<file path="src/rtl/vec_chunk_buffer_pkg.sv">
// Shared types and sizing helpers for the activation-vector chunk buffer
// and the matrix-vector product stage that consumes its chunks.
package vec_chunk_buffer_pkg;

  localparam int WORKING_REGS = 4;

  typedef logic signed [WORKING_REGS-1:0][7:0] chunk_t;

  typedef enum logic {
    RD_EMPTY   = 1'b0,
    RD_PRESENT = 1'b1
  } rd_state_e;

  function automatic int num_chunks(input int vl, input int wr);
    return (vl + wr - 1) / wr;
  endfunction

  function automatic int idx_w(input int n);
    return (n > 1) ? $clog2(n) : 1;
  endfunction

endpackage

</file>
<file path="src/rtl/vec_bank.sv">
// One storage bank: byte-addressed writes, whole-chunk combinational read.
// Pad lanes of the last chunk are zeroed whenever element 0 is written.
module vec_bank
  import vec_chunk_buffer_pkg::*;
#(
  parameter  int VecLength   = 16,
  parameter  int WorkingRegs = 4,
  localparam int NC          = num_chunks(VecLength, WorkingRegs),
  localparam int TOT         = NC * WorkingRegs,
  localparam int AW          = idx_w(TOT),
  localparam int CW          = idx_w(NC)
) (
  input  logic                                clk_in,
  input  logic                                i_we,
  input  logic [AW-1:0]                       i_waddr,
  input  logic signed [7:0]                   i_wdata,
  input  logic [CW-1:0]                       i_rd_idx,
  output logic signed [WorkingRegs-1:0][7:0]  o_chunk
);

  logic [7:0] r_mem [TOT];

  always_ff @(posedge clk_in) begin
    if (i_we) begin
      r_mem[i_waddr] <= i_wdata;
      if (i_waddr == '0) begin
        for (int j = VecLength; j < TOT; j++) begin
          r_mem[AW'(j)] <= '0;
        end
      end
    end
  end

  always_comb begin
    o_chunk = '0;
    for (int l = 0; l < WorkingRegs; l++) begin
      o_chunk[l] = r_mem[AW'(int'(i_rd_idx) * WorkingRegs + l)];
    end
  end

endmodule

</file>
<file path="src/rtl/vec_chunk_buffer.sv">
// Double-buffered activation vector store: serial byte fill on one bank,
// chunked re-scannable read of the other.
module vec_chunk_buffer
  import vec_chunk_buffer_pkg::*;
#(
  parameter  int VecLength   = 16,
  parameter  int WorkingRegs = 4,
  localparam int NumChunks   = num_chunks(VecLength, WorkingRegs)
) (
  input  logic                                clk_in,
  input  logic                                rst_in,
  input  logic                                wr_en,
  input  logic signed [7:0]                   wr_data,
  output logic                                wr_ready,
  output logic                                wr_overflow,
  input  logic                                rd_req_chunk,
  input  logic                                rd_ptr_rst,
  input  logic                                rd_release,
  output logic signed [WorkingRegs-1:0][7:0]  rd_data,
  output logic                                rd_vec_ready
);

  localparam int TOT = NumChunks * WorkingRegs;
  localparam int AW  = idx_w(TOT);
  localparam int CW  = idx_w(NumChunks);
  localparam int IW  = idx_w(VecLength);

  localparam logic [IW-1:0] LAST_IDX   = IW'(VecLength - 1);
  localparam logic [CW-1:0] LAST_CHUNK = CW'(NumChunks - 1);

  rd_state_e r_state;
  rd_state_e w_state_nxt;

  logic [1:0]    r_busy;
  logic          r_wr_bank;
  logic          r_rd_bank;
  logic [IW-1:0] r_wr_idx;
  logic [CW-1:0] r_rd_ptr;
  logic          r_ovf;
  logic signed [WorkingRegs-1:0][7:0] r_data;

  logic          w_wr_fire;
  logic          w_wr_last;
  logic          w_release;
  logic          w_handover;
  logic          w_ptr_op;
  logic [1:0]    w_busy_nxt;
  logic [CW-1:0] w_next_ptr;
  logic [CW-1:0] w_sel_idx;
  logic signed [WorkingRegs-1:0][7:0] w_chunk [2];
  logic signed [WorkingRegs-1:0][7:0] w_sel_chunk;

  assign wr_ready     = !r_busy[r_wr_bank];
  assign wr_overflow  = r_ovf;
  assign rd_data      = r_data;
  assign rd_vec_ready = (r_state == RD_PRESENT);

  assign w_wr_fire = wr_en && wr_ready;
  assign w_wr_last = w_wr_fire && (r_wr_idx == LAST_IDX);
  assign w_ptr_op  = rd_vec_ready && (rd_ptr_rst || rd_req_chunk);

  for (genvar b = 0; b < 2; b++) begin : g_bank
    vec_bank #(
      .VecLength   (VecLength),
      .WorkingRegs (WorkingRegs)
    ) u_bank (
      .clk_in   (clk_in),
      .i_we     (w_wr_fire && (r_wr_bank == 1'(b))),
      .i_waddr  (AW'(r_wr_idx)),
      .i_wdata  (wr_data),
      .i_rd_idx (w_sel_idx),
      .o_chunk  (w_chunk[b])
    );
  end

  // Release has priority over a pending handover so the gap is one cycle.
  always_comb begin
    w_state_nxt = r_state;
    w_release   = 1'b0;
    w_handover  = 1'b0;
    unique case (r_state)
      RD_EMPTY: begin
        if (r_busy[r_rd_bank] && !rd_release) begin
          w_handover  = 1'b1;
          w_state_nxt = RD_PRESENT;
        end
      end
      RD_PRESENT: begin
        if (rd_release) begin
          w_release   = 1'b1;
          w_state_nxt = RD_EMPTY;
        end
      end
    endcase
  end

  always_comb begin
    w_next_ptr = (r_rd_ptr == LAST_CHUNK) ? '0 : r_rd_ptr + CW'(1);
    w_sel_idx  = (w_handover || rd_ptr_rst) ? '0 : w_next_ptr;
    w_sel_chunk = w_chunk[r_rd_bank];
    w_busy_nxt = r_busy;
    if (w_wr_last) w_busy_nxt[r_wr_bank] = 1'b1;
    if (w_release) w_busy_nxt[r_rd_bank] = 1'b0;
  end

  always_ff @(posedge clk_in) begin
    if (rst_in) r_state <= RD_EMPTY;
    else        r_state <= w_state_nxt;
  end

  always_ff @(posedge clk_in) begin
    if (rst_in) begin
      r_busy    <= '0;
      r_wr_bank <= 1'b0;
      r_rd_bank <= 1'b0;
      r_wr_idx  <= '0;
      r_rd_ptr  <= '0;
      r_ovf     <= 1'b0;
      r_data    <= '0;
    end else begin
      r_busy <= w_busy_nxt;
      if (w_wr_fire) begin
        if (w_wr_last) begin
          r_wr_idx  <= '0;
          r_wr_bank <= ~r_wr_bank;
        end else begin
          r_wr_idx <= r_wr_idx + IW'(1);
        end
      end
      if (wr_en && !wr_ready) r_ovf <= 1'b1;
      if (w_release) begin
        r_rd_bank <= ~r_rd_bank;
      end else if (w_handover || w_ptr_op) begin
        r_rd_ptr <= w_sel_idx;
        r_data   <= w_sel_chunk;
      end
    end
  end

endmodule
</file>
<file path="config.mk">
export PLATFORM = sky130hd
export DESIGN_NAME = vec_chunk_buffer
export DESIGN_NICKNAME = d
export VERILOG_FILES = /design/src/rtl/vec_chunk_buffer_pkg.sv /design/src/rtl/vec_bank.sv /design/src/rtl/vec_chunk_buffer.sv
export SDC_FILE = /design/constraint.sdc
export NUM_CORES = 1
export LEC_CHECK = 0
export CORE_UTILIZATION = 40
export CTS_CLUSTER_DIAMETER = 80
export CTS_CLUSTER_SIZE = 12
export DETAILED_ROUTE_END_ITERATION = 6
export DONT_BUFFER_PORTS = 1
export GPL_TIMING_DRIVEN = 0
export MAX_ROUTING_LAYER = met4
export SYNTH_ARGS = -nofsm -noshare
export SYNTH_HDL_FRONTEND = slang
export SYNTH_SLANG_ARGS = --single-unit
</file>
<file path="constraint.sdc">
create_clock -name clk_in -period 2.5 [get_ports clk_in]
set_input_delay 0.75 -clock clk_in [delete_from_list [all_inputs] [get_ports clk_in]]
set_output_delay 0.75 -clock clk_in [all_outputs]
set_load 0.02 [all_outputs]
</file>
==> flow_metrics.tcl, run 1 <==
set metrics [dict create \
    run_status "complete, no violations" \
    nets 916 \
    dieWidth_um 176 \
    r2r_setup_slack_ns 0.06 \
    hold_path.startpoint "wr_data[1]" \
    cp_cell_sequence "ha_1 > nand2_1 > or3_1 > buf_1 > clkbuf_2 > nor3_1 > nor4_2" \
    p_leak_nw 4.46 \
    pin_count 49 \
    dieHeight_um 176 \
    total_power_mw 9.50 \
    final_util 0.456 \
    maxSlewHeadroom 0.0830 \
    setup_viol 0 \
    synth_nets 887 \
    ys_warn_count 0 \
    dpl.cell_count 1258 \
    grt_pass1_vias 6856 \
    p_sw_frac 0.193 \
    clkLatencyLatePin_ns 0.54 \
    area_growth_syn_to_layout_pct 11.7 \
    fin_crit_ns 2.44 \
    syn_avg_cell_area_sq_um 14.0 \
    dp_hpwl_um 20100 \
    r2r_end "rd_data[16]$_SDFFE_PP0P_" \
    crit_start "r_rd_ptr[0]$_SDFFE_PP0P_" \
    grt_max_degree 33 \
    worst_slack_ns 0.0643 \
    ff2ff_path_depth 7 \
    ctsHtreeMaxLevel 1 \
    tritoncts "done" \
    grt_use_total 0.201 \
    multi_input_area_sq_um 3370 \
    finalHoldViolCount 0 \
    synth_ff_type "edfxtp_1" \
    place.gp.congestion 0.822 \
    cp_slowest_cell "ha_1" \
    final_area_sq_um 13500 \
    finalMaxSlewViolations 0 \
    numPortBuffers 0 \
    crit_path_end_kind "flop" \
    path_clk_slew_ns 0.07 \
    placement.cell_area_sq_um 12600 \
    initial_core_util 0.408 \
    cts.sinks 300 \
    vias 7086 \
    ys_types 38 \
    start_kind "flop" \
    ir_worst_vdd_mv 0.597 \
    syn_area_sq_um 12100 \
    die_area_sq_um 31000 \
    drt_iter0_drc 502 \
    p_per_area_nw_per_um2 702 \
    cts-hold-fix-buffers 0 \
    tightest_slew_ns 1.36 \
    via_per_inst 5.41 \
    wl_um 30000 \
    switching_power_mw 1.83 \
    critical_path.endpoint "rd_data[16]$_SDFFE_PP0P_" \
    core.rowCount 63 \
    min_period_over_period 0.974 \
    cts.path.max_buffers 3 \
    path_class "reg2reg" \
    synth-seq-area-share 0.707 \
    synth_cells 868 \
    reg2reg_from "r_rd_ptr[0]$_SDFFE_PP0P_" \
    antenna_cells 0 \
    finClkSkew_ns 0.0128 \
    nFillCells 2610 \
    power_frac_comb 0.018 \
    drive_above_1_share 0.139 \
    seq_area_sq_um 8570 \
    power_frac_seq 0.575 \
    clock_power_share 0.408 \
    fin_cells 1309 \
    layout_common_cells "256 x edfxtp_1, 142 x nor2_1, 61 x nand2_1, 52 x clkbuf_1, 42 x dfxtp_1" \
    coreArea_sq_um 29700 \
    ys_async_sr_fraction 0 \
    whs_path_depth 0 \
    antenna_found_initial 0 \
    drv_cap 0 \
    synth_edf_count 256 \
    place_ws_ns -0.235 \
    ys_ff_latch 300 \
    antenna_left 0 \
    hold_path.class "in2reg" \
    wl_per_cell_um 22.9 \
    numCtsBuffers 28 \
    final_common_cell "edfxtp_1" \
    intPower_mw 7.67 \
    cpPeakStageDelay_ns 0.47 \
    overflow 0 \
    critPathMaxFanout 10 \
    cp_data_required_time_ns 2.89 \
    grt_pass1_wl_um 44200 \
    drc_errors 0 \
    cts-root-buf "clkbuf_16" \
    timing.fmax_mhz 411 \
    cp.arrival_ns 2.82 \
    first_pass_iters 5 \
]
-- layout make-up --
cell class	count	area share
inverters	5	0.00139
repair buffers	1	0.000554
multi-input cells	505	0.249
plain buffers	56	0.0203
well taps	390	0.0360
clock buffers	52	0.0600
flip-flops and latches	300	0.633
-- worst min path at each step --
stage	to	slack, ns
finish	g_bank[0].u_bank.r_mem[15][1]$_DFFE_PP_	0.31
global placement	r_rd_ptr[1]$_SDFFE_PP0P_	0.48
CTS	g_bank[0].u_bank.r_mem[6][1]$_DFFE_PP_	0.29
detailed placement	r_rd_ptr[1]$_SDFFE_PP0P_	0.49
global route	g_bank[0].u_bank.r_mem[14][0]$_DFFE_PP_	0.28
floorplan	r_rd_ptr[1]$_SDFFE_PP0P_	0.47
-- Yosys cell counts (2+ instances only) --
cell | number | area share
nor4_2 | 20 | 0.021
buf_2 | 6 | 0.0025
a211oi_1 | 25 | 0.015
ha_1 | 5 | 0.0052
and2_1 | 15 | 0.0077
edfxtp_1 | 256 | 0.63
o211a_1 | 25 | 0.021
buf_1 | 5 | 0.0015
nand2_1 | 61 | 0.019
nor2_1 | 143 | 0.044
a211oi_4 | 2 | 0.0033
mux2i_1 | 34 | 0.028
o21ai_0 | 25 | 0.010
nor4_1 | 7 | 0.0036
nand3_1 | 10 | 0.0041
dfxtp_1 | 44 | 0.073
mux4_2 | 6 | 0.011
buf_8 | 2 | 0.0025
nand2b_1 | 4 | 0.0021
buf_4 | 2 | 0.0012
mux2_1 | 6 | 0.0056
a311oi_1 | 8 | 0.0058
mux2_2 | 27 | 0.025
inv_1 | 5 | 0.0015
clkbuf_1 | 42 | 0.013
xnor2_1 | 2 | 0.0014
xor2_1 | 2 | 0.0014
a21oi_1 | 38 | 0.016
nor3_1 | 32 | 0.013
-- state kept, by name, summed over array words and instances (netlist names) --
| signal | flops |
|---|---|
| g_bank.u_bank.r_mem | 256 |
| r_busy | 2 |
| r_rd_bank | 1 |
| r_rd_ptr | 2 |
| r_wr_bank | 1 |
| r_wr_idx | 4 |
| rd_data | 32 |
| rd_vec_ready | 1 |
| wr_overflow | 1 |
-- critical path, delay by kind of cell, from the launching register on --
kind / cells / cell delay (ns)
flip-flops: 1 / 0.34
adder cells (fa/ha/maj): 1 / 0.47
AND/OR/NAND/NOR: 4 / 0.87
buffers and inverters: 2 / 0.59
-- per-stage QoR --
step / hold slack [ns] / TNS (ns)
after floorplan: 0.472 / 0
after global placement: 0.481 / -6.18
after detailed placement: 0.491 / -7.86
after CTS: 0.288 / 0
after global routing: 0.284 / -0.000538
final: 0.306 / 0
-- repair_timing --
action / 4_1_cts / 5_1_grt
setup endpoints to repair: 33 / 23
gates resized for setup: 19 / 19
buffers inserted: 1 / 0
pin swaps: 1 / 1
cloned: 0 / 0
-- cells by family (layout without fill, tap and decap cells) --
family	Yosys count	count (layout)	synth area share
flip-flops	300	300	0.707
AND/OR/NAND/NOR	297	297	0.118
AO/OA/AOI/OAI	125	125	0.0725
multiplexers	74	74	0.0720
buffers and inverters	63	114	0.0232
adder cells (fa/ha/maj)	5	5	0.00516
XOR/XNOR	4	4	0.00289
-- power by group through the flow --
stage	combinational (mW)	sequential, mW	clock (mW)
2_1_floorplan	0.120	5.57	0
3_3_place_gp	0.165	5.57	0
3_5_place_dp	0.167	5.57	0
4_1_cts	0.170	5.46	3.94
5_1_grt	0.183	5.46	4.16
6_report	0.169	5.46	3.87
-- per-layer routing --
metal  routed length [um]  vias to the layer above  GRT usage
li1                     -                     3292          -
met1                13100                     3554      0.270
met2                14800                      197      0.330
met3                 1570                       43     0.0222
met4                  499                        0     0.0428
met5                    0                        -          -
Power figures use the tool's default switching activity.
==> run 2, diff against run 1 <==
Settings changed: RECOVER_POWER set to 100.
==> run 2 against run 1 <==
Critical path depth is the same. Global-route usage is the same. Sequential share of layout area grew 0.15 points. Core utilization shrank 0.11 points. Die area is the same. Critical endpoint unchanged. Largest cell class unchanged. Largest power group unchanged.
==> flow_metrics.tcl, run 2 (synthesized netlist as in run 1, its figures left out) <==
set metrics [dict create \
    run_status "complete, no violations" \
    tightest_slew_ns 1.37 \
    drt_iter0_drc 484 \
    dieHeight_um 176 \
    timing.fmax_mhz 412 \
    hold_path.class "in2reg" \
    pin_count 49 \
    path_class "reg2reg" \
    drc_errors 0 \
    initial_core_util 0.408 \
    area_growth_syn_to_layout_pct 11.4 \
    path_clk_slew_ns 0.07 \
    ir_worst_vdd_mv 0.602 \
    setup_viol 0 \
    nFillCells 2618 \
    layout_common_cells "256 x edfxtp_1, 142 x nor2_1, 61 x nand2_1, 55 x clkbuf_1, 42 x dfxtp_1" \
    numCtsBuffers 28 \
    crit_path_end_kind "flop" \
    critPathMaxFanout 10 \
    cp_cell_sequence "ha_1 > nand2_1 > or3_1 > clkbuf_1 > clkbuf_2 > nor3_1 > nor4_2" \
    path_buf_inv 2 \
    first_pass_iters 5 \
    crit_family "simple AND/OR/NAND/NOR gates" \
    cp_slowest_cell "ha_1" \
    ctsHtreeMaxLevel 1 \
    wl_um 30000 \
    start_kind "flop" \
    dp_hpwl_um 20100 \
    crit_start "r_rd_ptr[0]$_SDFFE_PP0P_" \
    seq_area_sq_um 8570 \
    antenna_cells 0 \
    worst_slack_ns 0.0725 \
    grt_pass1_vias 6856 \
    placement.cell_area_sq_um 12600 \
    numPortBuffers 0 \
    finClkSkew_ns 0.0124 \
    coreArea_sq_um 29700 \
    grt_pass1_wl_um 44200 \
    finalHoldViolCount 0 \
    clkLatencyLatePin_ns 0.54 \
    drv_cap 0 \
    finalMaxSlewViolations 0 \
    drive_above_1_share 0.129 \
    tritoncts "done" \
    grt_use_total 0.201 \
    antenna_left 0 \
    place_ws_ns -0.235 \
    grt_max_degree 33 \
    antenna_found_initial 0 \
    final_area_sq_um 13500 \
    maxSlewHeadroom 0.0808 \
    largest_reg_flops 256 \
    place.gp.congestion 0.822 \
    overflow 0 \
    fin_crit_ns 2.43 \
    via_per_inst 5.43 \
    dieWidth_um 176 \
    min_period_over_period 0.971 \
    cp_data_required_time_ns 2.89 \
    cts.sinks 300 \
    p_per_area_nw_per_um2 705 \
    cts.path.max_buffers 3 \
    cp.arrival_ns 2.82 \
    multi_input_area_sq_um 3340 \
    cts-hold-fix-buffers 0 \
    nets 916 \
    p_leak_nw 4.45 \
    reg2reg_from "r_rd_ptr[0]$_SDFFE_PP0P_" \
    wl_per_cell_um 23.0 \
    vias 7102 \
    cts-root-buf "clkbuf_16" \
    hold_path.startpoint "wr_data[7]" \
    final_common_cell "edfxtp_1" \
    die_area_sq_um 31000 \
    cpPeakStageDelay_ns 0.47 \
    regMostFlops "g_bank.u_bank.r_mem" \
    core.rowCount 63 \
]
==> run 2: cell types whose count changed in the layout (fill, tap and decap cells not counted), sizes merged <==
cell	previous run	this run
clkbuf	90	93
buf	18	15
==> run 2: path summary, 6_finish.rpt <==
| check | to | slack [ns] | depth (start not counted) |
|---|---|---|---|
| min | g_bank[0].u_bank.r_mem[14][7]$_DFFE_PP_ | 0.30 | 0 |
| min reg2reg | r_rd_ptr[1]$_SDFFE_PP0P_ | 0.50 | 2 |
| max reg2reg | rd_data[16]$_SDFFE_PP0P_ | 0.07 | 7 |
| max | rd_data[16]$_SDFFE_PP0P_ | 0.07 | 7 |
==> run 2: per-layer routing <==
metal / wire (um) / track usage
met1: 13100 / 0.270
met2: 14800 / 0.330
met3: 1690 / 0.0222
met4: 451 / 0.0428
met5: 0 / -
==> run 2: through the flow <==
stage | hold slack [ns] | setup TNS, ns | power [mW] | cells | utilization
after floorplan | 0.472 | 0 | 5.69 | 868 | -
after global placement | 0.481 | -6.18 | 5.73 | 1258 | 0.424
after detailed placement | 0.491 | -7.86 | 5.73 | 1258 | 0.424
after CTS | 0.288 | 0 | 9.57 | 1309 | 0.454
after global routing | 0.284 | -0.000272 | 9.80 | 1309 | 0.455
final | 0.304 | 0 | 9.52 | 1309 | 0.455
==> run 2: power by group <==
group / internal, mW / total, mW / switching [mW]
Sequential: 5.45 / 5.46 / 0.00833
Combinational: 0.0560 / 0.168 / 0.112
Clock: 2.16 / 3.89 / 1.73
Total: 7.67 / 9.52 / 1.85
==> run 2: area by class of cell <==
| cell class | count | share of cell area |
|---|---|---|
| inverters | 5 | 0.00139 |
| clock buffers | 52 | 0.0601 |
| plain buffers | 56 | 0.0204 |
| multi-input cells | 505 | 0.247 |
| flip-flops and latches | 300 | 0.634 |
| repair buffers | 1 | 0.000556 |
| well taps | 390 | 0.0361 |
==> run 2: what timing repair did <==
action / CTS / global route
endpoints found under the setup margin: 33 / 23
resized for setup: 19 / 19
pin swaps: 1 / 1
endpoints found under the hold margin: 0 / 0
buffers inserted: 1 / 0
==> run 3, diff against run 2 <==
Settings changed: CORE_ASPECT_RATIO set to 1.25.
==> run 3 against run 2 <==
Worst hold slack got worse by 0.0014 ns. Via count increased by 0.32%. Combinational power increased by 7%. Die area about the same. Non-clock buffer count increased by 4. Critical endpoint is now rd_data[15]$_SDFFE_PP0P_. Cell area increased by 0.52%. Worst setup slack got worse by 0.013 ns. Largest power group unchanged. Maximum frequency decreased by 0.52%. Wire length increased by 3.0%. Critical path type unchanged.
==> flow_metrics.tcl, run 3 (synthesized netlist as in run 1, its figures left out) <==
set metrics [dict create \
    drv_cap 0 \
    whs_path_depth 0 \
    initial_core_util 0.411 \
    cts.path.max_buffers 3 \
    antenna_found_initial 0 \
    run_status "complete, no violations" \
    crit_start "r_rd_bank$_SDFFE_PP0P_" \
    path_class "reg2reg" \
    clkLatencyLatePin_ns 0.54 \
    critPathMaxFanout 10 \
    finalMaxSlewViolations 0 \
    ctsHtreeMaxLevel 1 \
    cp.arrival_ns 2.84 \
    wl_um 31000 \
    die_area_sq_um 31000 \
    ir_worst_vdd_mv 0.474 \
    r2r_setup_slack_ns 0.06 \
    via_per_inst 5.41 \
    min_to "g_bank[1].u_bank.r_mem[9][4]$_DFFE_PP_" \
    drt_iter0_drc 663 \
    p_per_area_nw_per_um2 702 \
    cts.sinks 300 \
    p_leak_nw 4.48 \
    grt_pass1_wl_um 45900 \
    nets 920 \
    antenna_cells 0 \
    reg2reg_from "r_rd_bank$_SDFFE_PP0P_" \
    numCtsBuffers 28 \
    place_ws_ns -0.218 \
    drc_errors 0 \
    drive_above_1_share 0.139 \
    grt_pass1_vias 7059 \
    final_area_sq_um 13600 \
    min_period_over_period 0.976 \
    pin_count 49 \
    tns_ns 0 \
    hold_path.class "in2reg" \
    numPortBuffers 0 \
    dieHeight_um 197 \
    first_pass_iters 5 \
    final_common_cell "edfxtp_1" \
    place.gp.congestion 0.852 \
    start_kind "flop" \
    maxSlewHeadroom 0.350 \
    layout_common_cells "256 x edfxtp_1, 142 x nor2_1, 61 x nand2_1, 53 x clkbuf_1, 43 x dfxtp_1" \
    overflow 0 \
    grt_setup_unrepaired "no" \
    worst_slack_ns 0.0598 \
    r2r_end "rd_data[15]$_SDFFE_PP0P_" \
    coreArea_sq_um 29500 \
    path_clk_slew_ns 0.06 \
    finalHoldViolCount 0 \
    wl_per_cell_um 23.5 \
    hold_path.startpoint "wr_data[4]" \
    regMostFlops "g_bank.u_bank.r_mem" \
    tightest_slew_ns 0.972 \
    tritoncts "done" \
    grt_max_degree 33 \
    area_growth_syn_to_layout_pct 12.0 \
    dp_hpwl_um 20700 \
    crit_path_end_kind "flop" \
    timing.fmax_mhz 410 \
    placement.cell_area_sq_um 12600 \
    cp_data_required_time_ns 2.90 \
    largest_reg_flops 256 \
    grt_use_total 0.211 \
    ff2ff_path_depth 7 \
    antenna_left 0 \
    core.rowCount 70 \
    fin_crit_ns 2.44 \
    finClkSkew_ns 0.0197 \
    cts-root-buf "clkbuf_16" \
    fin_cells 1318 \
    cts-hold-fix-buffers 0 \
    dieWidth_um 158 \
    dpl.cell_count 1265 \
    setup_viol 0 \
    vias 7125 \
]
-- run 3: worst max-delay path by stage --
stage	to	slack, ns	depth (start not counted)
after detailed placement	rd_data[1]$_SDFFE_PP0P_	-0.22	7
after floorplan	rd_data[17]$_SDFFE_PP0P_	0.26	6
final	rd_data[15]$_SDFFE_PP0P_	0.06	7
after global routing	rd_data[25]$_SDFFE_PP0P_	0.01	6
after global placement	rd_data[1]$_SDFFE_PP0P_	-0.18	7
after CTS	rd_data[29]$_SDFFE_PP0P_	0.00006	6
-- run 3: stage by stage --
stage | util | hold slack, ns | power (mW)
floorplan | - | 0.472 | 5.69
global placement | 0.428 | 0.481 | 5.73
detailed placement | 0.428 | 0.509 | 5.74
CTS | 0.457 | 0.285 | 9.57
global route | 0.460 | 0.286 | 9.80
finish | 0.460 | 0.303 | 9.53
-- run 3: cell type report --
type | instances | area, sq um
Tap cell | 396 | 495
Inverter | 5 | 18.8
Timing Repair Buffer | 6 | 51.3
Sequential cell | 300 | 8570
Multi-Input combinational cell | 505 | 3360
Clock buffer | 51 | 808
Fill cell | 2618 | 15900
Buffer | 55 | 279
-- run 3: per-layer routing --
| layer | up-vias | GRT usage | wire length (um) |
|---|---|---|---|
| li1 | 3296 | - | - |
| met1 | 3575 | 0.265 | 12800 |
| met2 | 200 | 0.358 | 15800 |
| met3 | 54 | 0.0286 | 1670 |
| met4 | 0 | 0.0543 | 756 |
| met5 | - | - | 0 |
-- run 3: power by group --
| part | total (mW) | leakage (nW) | switching [mW] | internal, mW |
|---|---|---|---|---|
| Sequential | 5.46 | 2.66 | 0.00808 | 5.45 |
| Combinational | 0.180 | 1.43 | 0.118 | 0.0621 |
| Clock | 3.89 | 0.383 | 1.74 | 2.16 |
| Total | 9.53 | 4.48 | 1.86 | 7.67 |
-- run 3: critical path: stages, from the launching register on --
cell and delay [ns]:
dfxtp_1 0.46, mux2_2 0.44, a21oi_2 0.26, buf_2 0.30
clkbuf_2 0.32, a21oi_1 0.12, nor3_1 0.30, nor4_1 0.09
-- run 3: repair_timing --
| item | in CTS | in global routing |
|---|---|---|
| buffers inserted | 1 | 4 |
| pin swaps | 1 | 1 |
| setup endpoints to repair | 32 | 29 |
| resized for setup | 17 | 22 |
